**src/rtl/universal_register_sequencer.sv**
```systemverilog
// Sequences a universal shift register through serial TX/RX word transactions.
// Optional even-parity bit after the data bits when SEQ_PARITY_EN is defined.
module universal_register_sequencer #(
  parameter int N = 8
) (
  input  logic         clk,
  input  logic         reset_n,
  input  logic         cmd_valid,
  output logic         cmd_ready,
  input  logic [1:0]   cmd_op,
  input  logic [N-1:0] cmd_data,
  output logic [1:0]   reg_mode,
  output logic [N-1:0] reg_d,
  output logic         reg_sin_left,
  output logic         reg_sin_right,
  input  logic [N-1:0] reg_q,
  input  logic         reg_sout,
  output logic         ser_out,
  output logic         ser_out_valid,
  input  logic         ser_in,
  output logic         rx_valid,
  input  logic         rx_ready,
  output logic [N-1:0] rx_data,
  output logic         parity_err,
  output logic         busy
);
  localparam int CW = $clog2(N) + 1;

  typedef enum logic [2:0] {IDLE, LOAD, SHIFT, PARITY, RX_DONE} state_t;

  state_t          state, state_d;
  logic [CW-1:0]   cnt;
  logic [1:0]      op_q;
  logic [N-1:0]    data_q;
  logic            is_rx, last_bit, accept;

  assign is_rx    = op_q[1];
  assign last_bit = (cnt == CW'(N - 1));
  assign accept   = (state == IDLE) && cmd_valid;
  assign busy     = (state != IDLE);
  assign rx_data  = reg_q;

  always_ff @(posedge clk or negedge reset_n) begin
    if (!reset_n) begin
      state  <= IDLE;
      cnt    <= '0;
      op_q   <= '0;
      data_q <= '0;
    end else begin
      state <= state_d;
      if (accept) begin
        op_q   <= cmd_op;
        data_q <= cmd_data;
        cnt    <= '0;
      end else if (state == SHIFT) begin
        cnt <= cnt + 1'b1;
      end
    end
  end

`ifdef SEQ_PARITY_EN
  logic perr_q;
  // Full word is in reg_q during PARITY; the incoming bit completes the even-parity check.
  always_ff @(posedge clk or negedge reset_n) begin
    if (!reset_n)                         perr_q <= 1'b0;
    else if (accept)                      perr_q <= 1'b0;
    else if (state == PARITY && is_rx)    perr_q <= (^reg_q) ^ ser_in;
  end
  assign parity_err = perr_q & rx_valid;
`else
  assign parity_err = 1'b0;
`endif

  always_comb begin
    state_d       = state;
    cmd_ready     = 1'b0;
    reg_mode      = 2'b00;
    reg_d         = '0;
    reg_sin_left  = 1'b0;
    reg_sin_right = 1'b0;
    ser_out       = 1'b0;
    ser_out_valid = 1'b0;
    rx_valid      = 1'b0;
    case (state)
      IDLE: begin
        cmd_ready = 1'b1;
        if (cmd_valid) state_d = LOAD;
      end
      LOAD: begin
        reg_mode = 2'b11;
        reg_d    = is_rx ? '0 : data_q;
        state_d  = SHIFT;
      end
      SHIFT: begin
        // op bit 0 selects LSB-first, which shifts right so Sout is Q[0]
        reg_mode = op_q[0] ? 2'b10 : 2'b01;
        if (is_rx) begin
          reg_sin_left  = ser_in;
          reg_sin_right = ser_in;
        end else begin
          ser_out       = reg_sout;
          ser_out_valid = 1'b1;
        end
        if (last_bit) begin
`ifdef SEQ_PARITY_EN
          state_d = PARITY;
`else
          state_d = is_rx ? RX_DONE : IDLE;
`endif
        end
      end
`ifdef SEQ_PARITY_EN
      PARITY: begin
        if (!is_rx) begin
          ser_out       = ^data_q;
          ser_out_valid = 1'b1;
        end
        state_d = is_rx ? RX_DONE : IDLE;
      end
`endif
      RX_DONE: begin
        rx_valid = 1'b1;
        if (rx_ready) state_d = IDLE;
      end
      default: state_d = IDLE;
    endcase
  end

endmodule

```
**config.mk**
```make
export PLATFORM = sky130hd
export DESIGN_NAME = universal_register_sequencer
export DESIGN_NICKNAME = d
export VERILOG_FILES = /design/src/rtl/universal_register_sequencer.sv
export SDC_FILE = /design/constraint.sdc
export NUM_CORES = 1
export LEC_CHECK = 0
export BUFFER_PORTS_ARGS = -buffer_cell sky130_fd_sc_hd__buf_2
export CELL_PAD_IN_SITES_DETAIL_PLACEMENT = 1
export CELL_PAD_IN_SITES_GLOBAL_PLACEMENT = 1
export CORE_ASPECT_RATIO = 0.7
export CORE_MARGIN = 2
export CORE_UTILIZATION = 34
export CTS_CLUSTER_DIAMETER = 30
export DETAILED_ROUTE_END_ITERATION = 8
export PLACE_DENSITY = 0.8
export REMOVE_ABC_BUFFERS = 1
export SLEW_MARGIN = 0
export SYNTH_ARGS = -nofsm -noshare
export SYNTH_HDL_FRONTEND = slang
export SYNTH_SLANG_ARGS = --single-unit
```
**constraint.sdc**
```tcl
create_clock -name clk -period 3.5 [get_ports clk]
set_input_delay 0.525 -clock clk [delete_from_list [all_inputs] [get_ports clk]]
set_output_delay 0.525 -clock clk [all_outputs]
set_load 0.02 [all_outputs]
```
* After elaboration in Yosys (flattened, before gate mapping)
Cells that the tools add are included.
** Operators by class
- $add $sub $neg :: 1
- Reductions and logical operators :: 5
- Mux-type cells :: 19
- Eq/ne operators :: 7
** Operator list (count)
- $mux W8 :: 2
- $mux W3 :: 4
- $pmux W3 S4 :: 1
- $mux W1 :: 8
- $mux W4 :: 2
- $ne A2 B2 Y1 const B :: 3
- $add A4 B1 Y4 const B :: 1
- $eq A4 B3 Y1 const B :: 1
- $pmux W2 S2 :: 1
- $eq A3 B1 Y1 const B :: 1
- $eq A3 B2 Y1 const B :: 1
- $eq A3 B3 Y1 const B :: 1
- $logic_not A3 Y1 :: 1
- $reduce_and A3 Y1 :: 1
- $reduce_bool A3 Y1 :: 1
- $mux W2 :: 1
- $reduce_bool A2 Y1 :: 1
- $logic_and A1 B1 Y1 :: 1
** Storage, ports and cells
- Register bits :: 17
- Logic and storage cells :: 36

* Depth between registers and ports, before layout
Gate-level depths: netlist of the first run.
- Depth after elaboration :: 3
- Gate-level depth with buffers :: 6
- Mapped depth without buffers :: 4

* Least setup slack after synthesis of the first run
No wires, ideal clock.
- Path type :: register to output
- Start point :: register state[2]
- End point :: output ser_out
- Stages on the path, launching flop included :: 6
- Setup slack :: 1.376 ns
- Data arrival time :: 1.599 ns
- Required time :: 2.975 ns
- Path through :: dfrtp_1 > buf_6 > or3b_1 > buf_6 > nor2_1 > and2_1
** On the way
- Cells in the longest elaborated chain, start to end :: 2
** RTL lines
- start: declaration :: line 31 : state_t state, state_d;
- start signal: assignment :: line 50 : state <= state_d;
- $eq A3 B2 Y1 :: line 84 : case (state)
- $mux W1 :: line 84
- end: declaration :: line 18 : output logic ser_out,
No other way between the ends.

* Worst setup path in the final report of the first run
- Start point :: register state[1]
- End point :: output reg_d[0]
** On the way
- Cells in the longest elaborated chain, start to end :: 2
** RTL lines
- $eq A3 B1 Y1 :: line 84
- $mux W8 :: line 84
- end: declaration :: line 13 : output logic [N-1:0] reg_d,
No other way between the ends.

==> impl_metrics.json, run 1 <==
{
  "max_slew_margin_pct": 52.9,
  "yosysSeqAreaShare_pct": 45.7,
  "fillers": 304,
  "die_area_um2": 3180,
  "cp_max_fo": 8,
  "num-nets-final": 137,
  "fin_tns_setup_ps": 0,
  "fin_hold_ws_ps": 180,
  "wl_met3_um": 184,
  "globalplace.congestion": 0.813,
  "r2r_end": "data_q[1]$_DFFE_PN0P_",
  "power_frac_seq_pct": 40.0,
  "hold_class": "in -> async",
  "gr-total-overflow": 0,
  "r2r_slack_ps": 1540,
  "setup_viol_count_final": 0,
  "rsz0062_at_grt": "false",
  "cts_buffers": 3,
  "pwr-share-clk_pct": 16.9,
  "cts_resized": 0,
  "worst_pin_slew_ps": 701,
  "final_util_pct": 41.9,
  "antenna_found_initial": 0,
  "cts_num_sinks": 17,
  "drt_wl_total_mm": 2.10,
  "peakVddDrop_v": 0.000247,
  "clock_path_buffers": 2,
  "finClkSkew_ps": 3.97,
  "crit_type": "reg -> out",
  "clk_pin_slew_ps": 70,
  "clkLatencyLatePin_ps": 260,
  "startpoint": "state[1]$_DFFE_PN0P_",
  "syn_inst": 89,
  "critPathRequiredTime_ps": 2970,
  "cts_setup_buffers": 0,
  "synth_area_um2": 931,
  "die_y_um": 47.8,
  "drv_cap": 0,
  "diodes": 0,
  "worst_setup_path_end_kind": "output pin",
  "period_needed_ps": 2420,
  "dpl.hpwl_mm": 1.56,
  "holdBufCountCts": 0,
  "num_vias": 701,
  "drc": 0,
  "grt_pass1_vias": 703,
  "power_density_nw_per_um2": 832,
  "firstDrtPassIters": 4,
  "share_comb_of_total_power_pct": 43.1,
  "cp-endpoint": "reg_d[0]",
  "reg2reg_depth": 3,
  "drv_slew": 0,
  "worstPathArrival_ps": 1890,
  "die_w_um": 66.5,
  "drt_iter0_drc": 38,
  "max_freq_mhz": 413,
  "boundaryPins": 50,
  "syn2layout_area_growth_pct": 14.1,
  "grt_start_max_net_pins": 18,
  "root_buffer": "clkbuf_8",
  "hold_viol": 0,
  "h-tree-depth": 1,
  "grt_util_all_layers_pct": 14.4,
  "wl_met1_um": 940,
  "syn_avg_cell_area_um2": 10.5,
  "start_kind": "flop",
  "post-route-period-util_pct": 69.1,
  "vias_per_cell": 4.83,
  "netSwitchingFraction_pct": 40.4,
  "initial_core_util_pct": 36.7,
  "yosysWarnings": 0,
  "outcome": "complete, no violations",
  "wl_per_cell_um": 14.5,
  "highest_layer": "met4",
  "p_switching_mw": 0.357,
  "grt_pass1_wl_mm": 3.26,
  "synth_seq_cells": 17,
  "cellLeakagePower_nw": 0.528,
  "r2r-start": "state[2]$_DFFE_PN0P_",
  "fp-row-count": 15,
  "wl_met2_um": 949,
  "ant_nets": 0,
  "intPower_mw": 0.526,
  "synth.distinct_cells": 25,
  "core_area_um2": 2530,
  "cts_tree": "built",
  "portBuffers": 32,
  "drive_gt1_share_pct": 37.8
}
==> state kept, by name (all words and copies together), names as in the netlist <==
register  count
cnt           4
data_q        8
op_q          2
state         3
==> area by class of cell <==
cell class | instances | area (µm²) | share of cell area [%]
well taps | 34 | 42.5 | 4.00
inverters | 3 | 11.3 | 1.06
multi-input cells | 55 | 378 | 35.6
clock buffers | 4 | 45.0 | 4.24
repair buffers | 32 | 160 | 15.1
flip-flops and latches | 17 | 425 | 40.0
==> metal layers <==
layer  vias to the layer above  global-route usage [%]
li1                        326                       -
met1                       336                    16.2
met4                         0                    4.90
met5                         -                       0
met2                        36                    24.2
met3                         3                    7.76
==> per-stage QoR <==
step,setup WS [ps],power (mW),cell area [µm²],instances
after floorplan,1410,0.610,815,75
after detailed placement,1410,0.737,1020,141
final,1080,0.883,1060,145
after global routing,880,0.947,1060,145
after global placement,1500,0.721,1020,141
after CTS,1080,0.894,1060,145
==> logic make-up (layout without fill, tap and decap cells) <==
kind of cell | after synthesis | after routing | share of synthesized area [%]
xor+xnor | 1 | 1 | 0.941
buf+inv | 17 | 39 | 13.7
compound gates | 10 | 10 | 6.18
other cells | 1 | 1 | 0.403
flops | 17 | 17 | 45.7
fa+ha+maj | 1 | 1 | 1.34
simple gates | 31 | 31 | 18.5
mux | 11 | 11 | 13.2
==> critical path, stage by stage, from the launching register on <==
cell	delay (ps)
dfrtp_1	450
nand2b_1	230
nor3_1	560
and2_1	220
buf_2	160
==> placed cells by master, fill, tap and decap left out, types with 2 or more instances in the layout <==
master,synthesis,final
dfrtp_1,17,17
clkbuf_8,0,3
mux2_2,6,6
mux2_1,4,4
inv_1,3,3
o21ai_0,3,3
and2_1,10,10
or3_1,3,3
buf_2,0,32
nor3_1,2,2
a21oi_1,5,5
nand2_1,4,4
nand2b_1,2,2
nor2_1,5,5
==> synth_stat cells (all sizes together) <==
master  count  area (µm²)
inv         3        11.3
nand3       1        5.00
nand2b      2        12.5
or3b        1        8.76
nand3b      1        7.51
nand2       4        15.0
buf        14         116
o21ai       3        15.0
mux2i       1        10.0
conb        1        3.75
nor3b       1        7.51
xor2        1        8.76
nor2b       1        6.26
nor3        2        10.0
nor2        5        18.8
dfrtp      17         425
and2       10        62.6
or3         3        18.8
a21oi       6        33.8
mux2       10         113
ha          1        12.5
a221oi      1        8.76
==> worst min path at each step <==
stage / cells after the start / end / from / slack [ps]
2_1_floorplan: 0 / cnt[0]$_DFFE_PN0P_ / reset_n / 230
3_3_place_gp: 1 / data_q[7]$_DFFE_PN0P_ / data_q[7]$_DFFE_PN0P_ / 460
3_5_place_dp: 1 / op_q[0]$_DFFE_PN0P_ / reset_n / 470
4_1_cts: 1 / op_q[0]$_DFFE_PN0P_ / reset_n / 190
5_1_grt: 1 / op_q[0]$_DFFE_PN0P_ / reset_n / 210
6_report: 1 / op_q[0]$_DFFE_PN0P_ / reset_n / 180
==> power by group through the flow <==
| stage | logic, mW | clock network, mW | registers, mW |
|---|---|---|---|
| after CTS | 0.385 | 0.157 | 0.352 |
| final | 0.381 | 0.149 | 0.353 |
| after detailed placement | 0.382 | 0 | 0.355 |
| after floorplan | 0.278 | 0 | 0.332 |
| after global routing | 0.418 | 0.163 | 0.367 |
| after global placement | 0.373 | 0 | 0.348 |
No activity file was read; power rests on OpenSTA's default activity.
==> run 2: changes to the inputs <==
--- a/config.mk
+++ b/config.mk
@@ -5,15 +5,16 @@
 export SDC_FILE = /design/constraint.sdc
 export NUM_CORES = 1
 export LEC_CHECK = 0
+export ABC_AREA = 1
 export BUFFER_PORTS_ARGS = -buffer_cell sky130_fd_sc_hd__buf_2
 export CELL_PAD_IN_SITES_DETAIL_PLACEMENT = 1
 export CELL_PAD_IN_SITES_GLOBAL_PLACEMENT = 1
 export CORE_ASPECT_RATIO = 0.7
 export CORE_MARGIN = 2
-export CORE_UTILIZATION = 34
+export CORE_UTILIZATION = 27
 export CTS_CLUSTER_DIAMETER = 30
 export DETAILED_ROUTE_END_ITERATION = 8
-export PLACE_DENSITY = 0.8
+export PLACE_DENSITY = 0.7
 export REMOVE_ABC_BUFFERS = 1
 export SLEW_MARGIN = 0
 export SYNTH_ARGS = -nofsm -noshare
==> constraint.sdc (replaced) <==
create_clock -name clk -period 2.1 [get_ports clk]
set_input_delay 0.315 -clock clk [delete_from_list [all_inputs] [get_ports clk]]
set_output_delay 0.315 -clock clk [all_outputs]
set_load 0.02 [all_outputs]
==> run 2 against run 1 <==
Effect of this change: clock-buffer cell count unchanged; cell count increased by 33%; flip-flop and latch count unchanged; sequential share of layout area decreased by 2.8 points; routed wire length increased by 11%.
==> impl_metrics.json, run 2 <==
{
  "crit_type": "reg -> out",
  "syn_avg_cell_area_um2": 8.14,
  "syn2layout_area_growth_pct": 18.7,
  "cts_num_sinks": 17,
  "max_freq_mhz": 534,
  "hold_depth": 3,
  "grt_pass1_wl_mm": 3.82,
  "start_kind": "flop",
  "firstDrtPassIters": 2,
  "initial_core_util_pct": 27.7,
  "finClkSkew_ps": 3.46,
  "synth.distinct_cells": 18,
  "drc": 0,
  "layout_commonest_cell": "buf_2",
  "fp-row-count": 18,
  "synthTopCellsByArea": "dfrtp_1 44%, nand2_1 11%, o21ai_2 9.1%, buf_4 7.8%, inv_1 6.6%",
  "outcome": "complete, no violations",
  "synth_ff_type": "dfrtp_1",
  "reg_top3": "data_q x8, cnt x4, state x3",
  "synthTopCellsByCount": "28 x nand2_1, 17 x dfrtp_1, 17 x inv_1, 13 x nor2_1",
  "peakVddDrop_v": 0.000424,
  "antenna_found_initial": 0,
  "globalplace.congestion": 0.772,
  "num_vias": 820,
  "synth_area_um2": 961,
  "grt_util_all_layers_pct": 12.9,
  "worst_setup_path_end_kind": "output pin",
  "mostFrequentLayoutCells": "32 x buf_2, 28 x nand2_1, 17 x inv_1, 17 x dfrtp_1, 13 x nor2_1",
  "diodes": 0,
  "r2r_end": "op_q[0]$_DFFE_PN0P_",
  "hold_class": "in -> reg",
  "slowest_delay_ps": 440,
  "core_area_um2": 3470,
  "synth-async-reset-ratio_pct": 100,
  "postLayoutCellArea_um2": 1140,
  "r2r-start": "state[0]$_DFFE_PN0P_",
  "drt_iter0_drc": 25,
  "min-delay-start": "cmd_op[1]",
  "yosysWarnings": 0,
  "crit_family": "simple AND/OR/NAND/NOR gates",
  "die_y_um": 53.9,
  "cts_buffers": 3,
  "grt_start_max_net_pins": 23,
  "gr-total-overflow": 0,
  "drt_wl_total_mm": 2.33,
  "worstPathArrival_ps": 1560,
  "h-tree-depth": 1,
  "portBuffers": 32,
  "cellLeakagePower_nw": 0.620,
  "yosysTopAreaCellShare_pct": 44.3,
  "critPathBufInv": 2,
  "dpl.hpwl_mm": 1.87,
  "die_area_um2": 4060,
  "cts_resized": 0,
  "rsz0062_at_grt": "false",
  "synth_top_area_cell": "dfrtp_1",
  "power_density_nw_per_um2": 1420,
  "root_buffer": "clkbuf_8",
  "cts_setup_buffers": 0,
  "synth_seq_cells": 17,
  "wl_per_cell_um": 12.1,
  "place_area_um2": 1090,
  "die_w_um": 75.3,
  "cts_tree": "built",
  "crit_path_cell_trace": "inv_2, nand4_1, nor2_1, buf_2",
  "syn_inst": 118,
  "layout_setup_ws_ps": 226,
  "fin_hold_ws_ps": 263,
  "clock_path_buffers": 2,
  "grt_pass1_vias": 862,
  "yosysSeqAreaShare_pct": 44.3,
  "num-nets-final": 169,
  "r2r_slack_ps": 700,
  "dp_slack_ps": 479,
  "largest_register_ffs": 8,
  "critPathRequiredTime_ps": 1780,
  "top_register": "data_q",
  "drv_slew": 0,
  "synth_most_common_cell": "nand2_1",
  "hold_viol": 0,
  "drv_cap": 0,
  "setup_viol_count_final": 0,
  "fin_tns_setup_ps": 0,
  "boundaryPins": 50,
  "post-route-period-util_pct": 89.2,
  "ant_nets": 0,
  "hold_end": "op_q[1]$_DFFE_PN0P_",
  "vias_per_cell": 4.25,
  "slowest_stage": "dfrtp_1",
  "clkLatencyLatePin_ps": 250,
  "reg2reg_depth": 5,
  "cp_max_fo": 8,
  "fin_total_pwr_mw": 1.62,
  "period_needed_ps": 1870,
  "drive_gt1_share_pct": 35.0,
  "synth_edf_count": 0,
  "clk_pin_slew_ps": 70
}
-- run 2: layout make-up --
cell class,count,area (µm²)
fill,468,2330
sequential,17,425
multi-input combinational,70,367
timing repair buffer,33,170
inverter,19,71.3
tap,50,62.6
clock buffer,4,45.0
-- run 2: worst max path at each step --
stage,to,slack (ps),start,cells past startpoint
3_3_place_gp,reg_d[2],500,op_q[1]$_DFFE_PN0P_,4
5_1_grt,reg_d[3],110,state[1]$_DFFE_PN0P_,4
4_1_cts,reg_d[3],190,state[1]$_DFFE_PN0P_,4
3_5_place_dp,reg_d[3],480,state[1]$_DFFE_PN0P_,4
2_1_floorplan,reg_sin_left,540,state[0]$_DFFE_PN0P_,3
6_report,reg_d[3],230,state[1]$_DFFE_PN0P_,4
-- run 2: worst register-to-register path, cell delays in order, from the launching register on --
cell and delay, ps:
dfrtp_1 450, nor2_4 160, nand3_2 120, inv_2 370, nand2_1 150, o21ai_2 80
-- run 2: per-stage QoR --
step | util, % | cells
after global routing | 32.9 | 193
final | 32.9 | 193
after CTS | 32.9 | 193
after floorplan | - | 106
after global placement | 31.3 | 188
after detailed placement | 31.3 | 188
-- run 2: logic make-up after synthesis --
kind of cell,share of synthesized area [%]
compound gates,12.2
xor+xnor,0.912
fa+ha+maj,1.30
buf+inv,17.6
flops,44.3
other cells,0.390
simple gates,23.3
-- run 2: routing by layer --
layer  global-route usage (%)  wire (µm)
met1                     15.3       1030
met5                        0          0
met3                     5.24        159
met2                     21.3       1110
met4                     4.09         27
-- run 2: timing repair --
item,CTS,global route
endpoints found under the setup margin,0,0
endpoints found under the hold margin,17,0
hold buffers,1,0
-- run 2: where the power goes --
| part | internal (mW) | switching [mW] |
|---|---|---|
| clock | 0.135 | 0.113 |
| combinational | 0.258 | 0.554 |
| sequential | 0.467 | 0.0976 |
| total | 0.860 | 0.764 |
==> run 3: changes to the inputs <==
--- a/config.mk
+++ b/config.mk
@@ -11,10 +11,11 @@
 export CELL_PAD_IN_SITES_GLOBAL_PLACEMENT = 1
 export CORE_ASPECT_RATIO = 0.7
 export CORE_MARGIN = 2
-export CORE_UTILIZATION = 27
+export CORE_UTILIZATION = 30
 export CTS_CLUSTER_DIAMETER = 30
 export DETAILED_ROUTE_END_ITERATION = 8
-export PLACE_DENSITY = 0.7
+export PLACE_DENSITY = 0.74
+export RECOVER_POWER = 50
 export REMOVE_ABC_BUFFERS = 1
 export SLEW_MARGIN = 0
 export SYNTH_ARGS = -nofsm -noshare
==> constraint.sdc (replaced) <==
create_clock -name clk -period 1.8 [get_ports clk]
set_input_delay 0.27 -clock clk [delete_from_list [all_inputs] [get_ports clk]]
set_output_delay 0.27 -clock clk [all_outputs]
set_load 0.02 [all_outputs]
==> run 3 against run 2 <==
Effect of this change: register-to-register slack worse by 320 ps; cell area decreased by 0.55%; cell count down 5.7%; largest cell class unchanged; sequential power up 18%; largest power group unchanged; flip-flop and latch count is the same; global-route usage is 1.9 points higher; critical endpoint is now reg_mode[0]; sequential share of layout area grew 0.21 points; die area decreased by 9.4%; first-iteration DRC count increased by 16%.
==> impl_metrics.json, run 3 (synthesized netlist as in run 2, its figures left out) <==
{
  "max_freq_mhz": 592,
  "layout_commonest_cell": "buf_2",
  "cts_num_sinks": 17,
  "cts_tree": "built",
  "globalplace.congestion": 0.782,
  "final_util_pct": 36.5,
  "hold_end": "data_q[2]$_DFFE_PN0P_",
  "layout.cells.non_filler": 182,
  "worst_setup_path_end_kind": "output pin",
  "dpl.hpwl_mm": 1.92,
  "gr-total-overflow": 0,
  "core_area_um2": 3110,
  "wl_per_cell_um": 13.1,
  "outcome": "complete, no violations",
  "period_needed_ps": 1690,
  "vias_per_cell": 4.76,
  "critPathRequiredTime_ps": 1530,
  "power_density_nw_per_um2": 1690,
  "firstDrtPassIters": 4,
  "die_w_um": 71.6,
  "top_register": "data_q",
  "ant_nets": 0,
  "largest_register_ffs": 8,
  "syn2layout_area_growth_pct": 18.1,
  "antenna_found_initial": 0,
  "h-tree-depth": 1,
  "drc": 0,
  "hold_class": "in -> reg",
  "postLayoutCellArea_um2": 1130,
  "initial_core_util_pct": 30.9,
  "placed_cells": 176,
  "num-nets-final": 170,
  "clock_path_buffers": 2,
  "portBuffers": 32,
  "worstPathArrival_ps": 1420,
  "hold_viol": 0,
  "min-delay-start": "cmd_data[2]",
  "grt_start_max_net_pins": 23,
  "setup_viol_count_final": 0,
  "grt_pass1_wl_mm": 4.07,
  "startpoint": "state[0]$_DFFE_PN0P_",
  "drive_gt1_share_pct": 35.4,
  "finClkSkew_ps": 1.24,
  "fp-row-count": 17,
  "fin_hold_ws_ps": 221,
  "r2r_end": "data_q[7]$_DFFE_PN0P_",
  "post-route-period-util_pct": 93.8,
  "drv_cap": 0,
  "crit_type": "reg -> out",
  "drv_slew": 0,
  "max_slew_margin_pct": 37.0,
  "clkLatencyLatePin_ps": 250,
  "die_y_um": 51.4,
  "mostFrequentLayoutCells": "31 x buf_2, 27 x nand2_1, 17 x inv_1, 17 x dfrtp_1, 13 x nor2_1",
  "reg_top3": "data_q x8, cnt x4, state x3",
  "fin_tns_setup_ps": 0,
  "grt_pass1_vias": 889,
  "r2r_slack_ps": 380,
  "grt_util_all_layers_pct": 14.8,
  "place_area_um2": 1070,
  "root_buffer": "clkbuf_8",
  "r2r-start": "state[0]$_DFFE_PN0P_",
  "die_area_um2": 3680,
  "cellLeakagePower_nw": 0.622,
  "num_vias": 866,
  "worst_pin_slew_ps": 945,
  "reg2reg_depth": 5,
  "hold_depth": 3,
  "boundaryPins": 50,
  "cp_max_fo": 7,
  "cts_buffers": 3,
  "diodes": 0,
  "start_kind": "flop",
  "clk_pin_slew_ps": 60,
  "drt_wl_total_mm": 2.39,
  "drt_iter0_drc": 29,
  "peakVddDrop_v": 0.000494,
  "rsz0062_at_grt": "false"
}
## run 3: cell count changes in the layout (fill, tap and decap cells not counted), sizes merged
cell,previous run,this run
clkbuf,4,5
## run 3: cell type report
cell class | instances | area, µm²
Clock buffer | 4 | 45.0
Fill cell | 393 | 1970
Inverter | 19 | 71.3
Multi-Input combinational cell | 70 | 369
Sequential cell | 17 | 425
Tap cell | 38 | 47.5
Timing Repair Buffer | 34 | 176
## run 3: how the worst max path moves through the flow
stage / cells past startpoint / slack, ps / end
after floorplan: 3 / 290 / reg_sin_left
after global placement: 4 / 290 / reg_d[7]
after detailed placement: 4 / 210 / reg_d[0]
after CTS: 4 / 60 / reg_mode[0]
after global routing: 4 / 10 / reg_mode[0]
final: 4 / 110 / reg_mode[0]
## run 3: timing repair
item | in CTS | in global routing
gates cloned | 0 | 0
pin swaps | 1 | 0
buffers inserted | 1 | 0
hold buffers | 1 | 0
gates resized for setup | 1 | 2
hold endpoints to repair | 17 | 0
setup endpoints to repair | 10 | 2
## run 3: per-layer routing
metal  wire length (µm)  vias to the layer above  track usage (%)
li1                   -                      406                -
met1                964                      412             15.8
met2               1170                       43             25.3
met3                203                        5             5.52
met4                 57                        0             8.49
met5                  0                        -                0
## run 3: where the power goes
group / switching [mW] / internal (mW) / total, mW / leakage, nW
registers: 0.120 / 0.545 / 0.665 / 0.216
logic: 0.652 / 0.313 / 0.966 / 0.384
clock network: 0.125 / 0.157 / 0.282 / 0.0228
## run 3: through the flow
step,setup WS [ps],total power [mW]
after floorplan,286,1.32
final,111,1.91
after global placement,294,1.56
after detailed placement,213,1.63
after CTS,55.7,1.94
after global routing,12.0,2.08
## run 3: worst max-delay path, cell delays in order (launching register included)
cell and delay (ps):
dfrtp_1 460, nor2_4 180, nand2_2 140, o21ai_1 190, buf_2 190
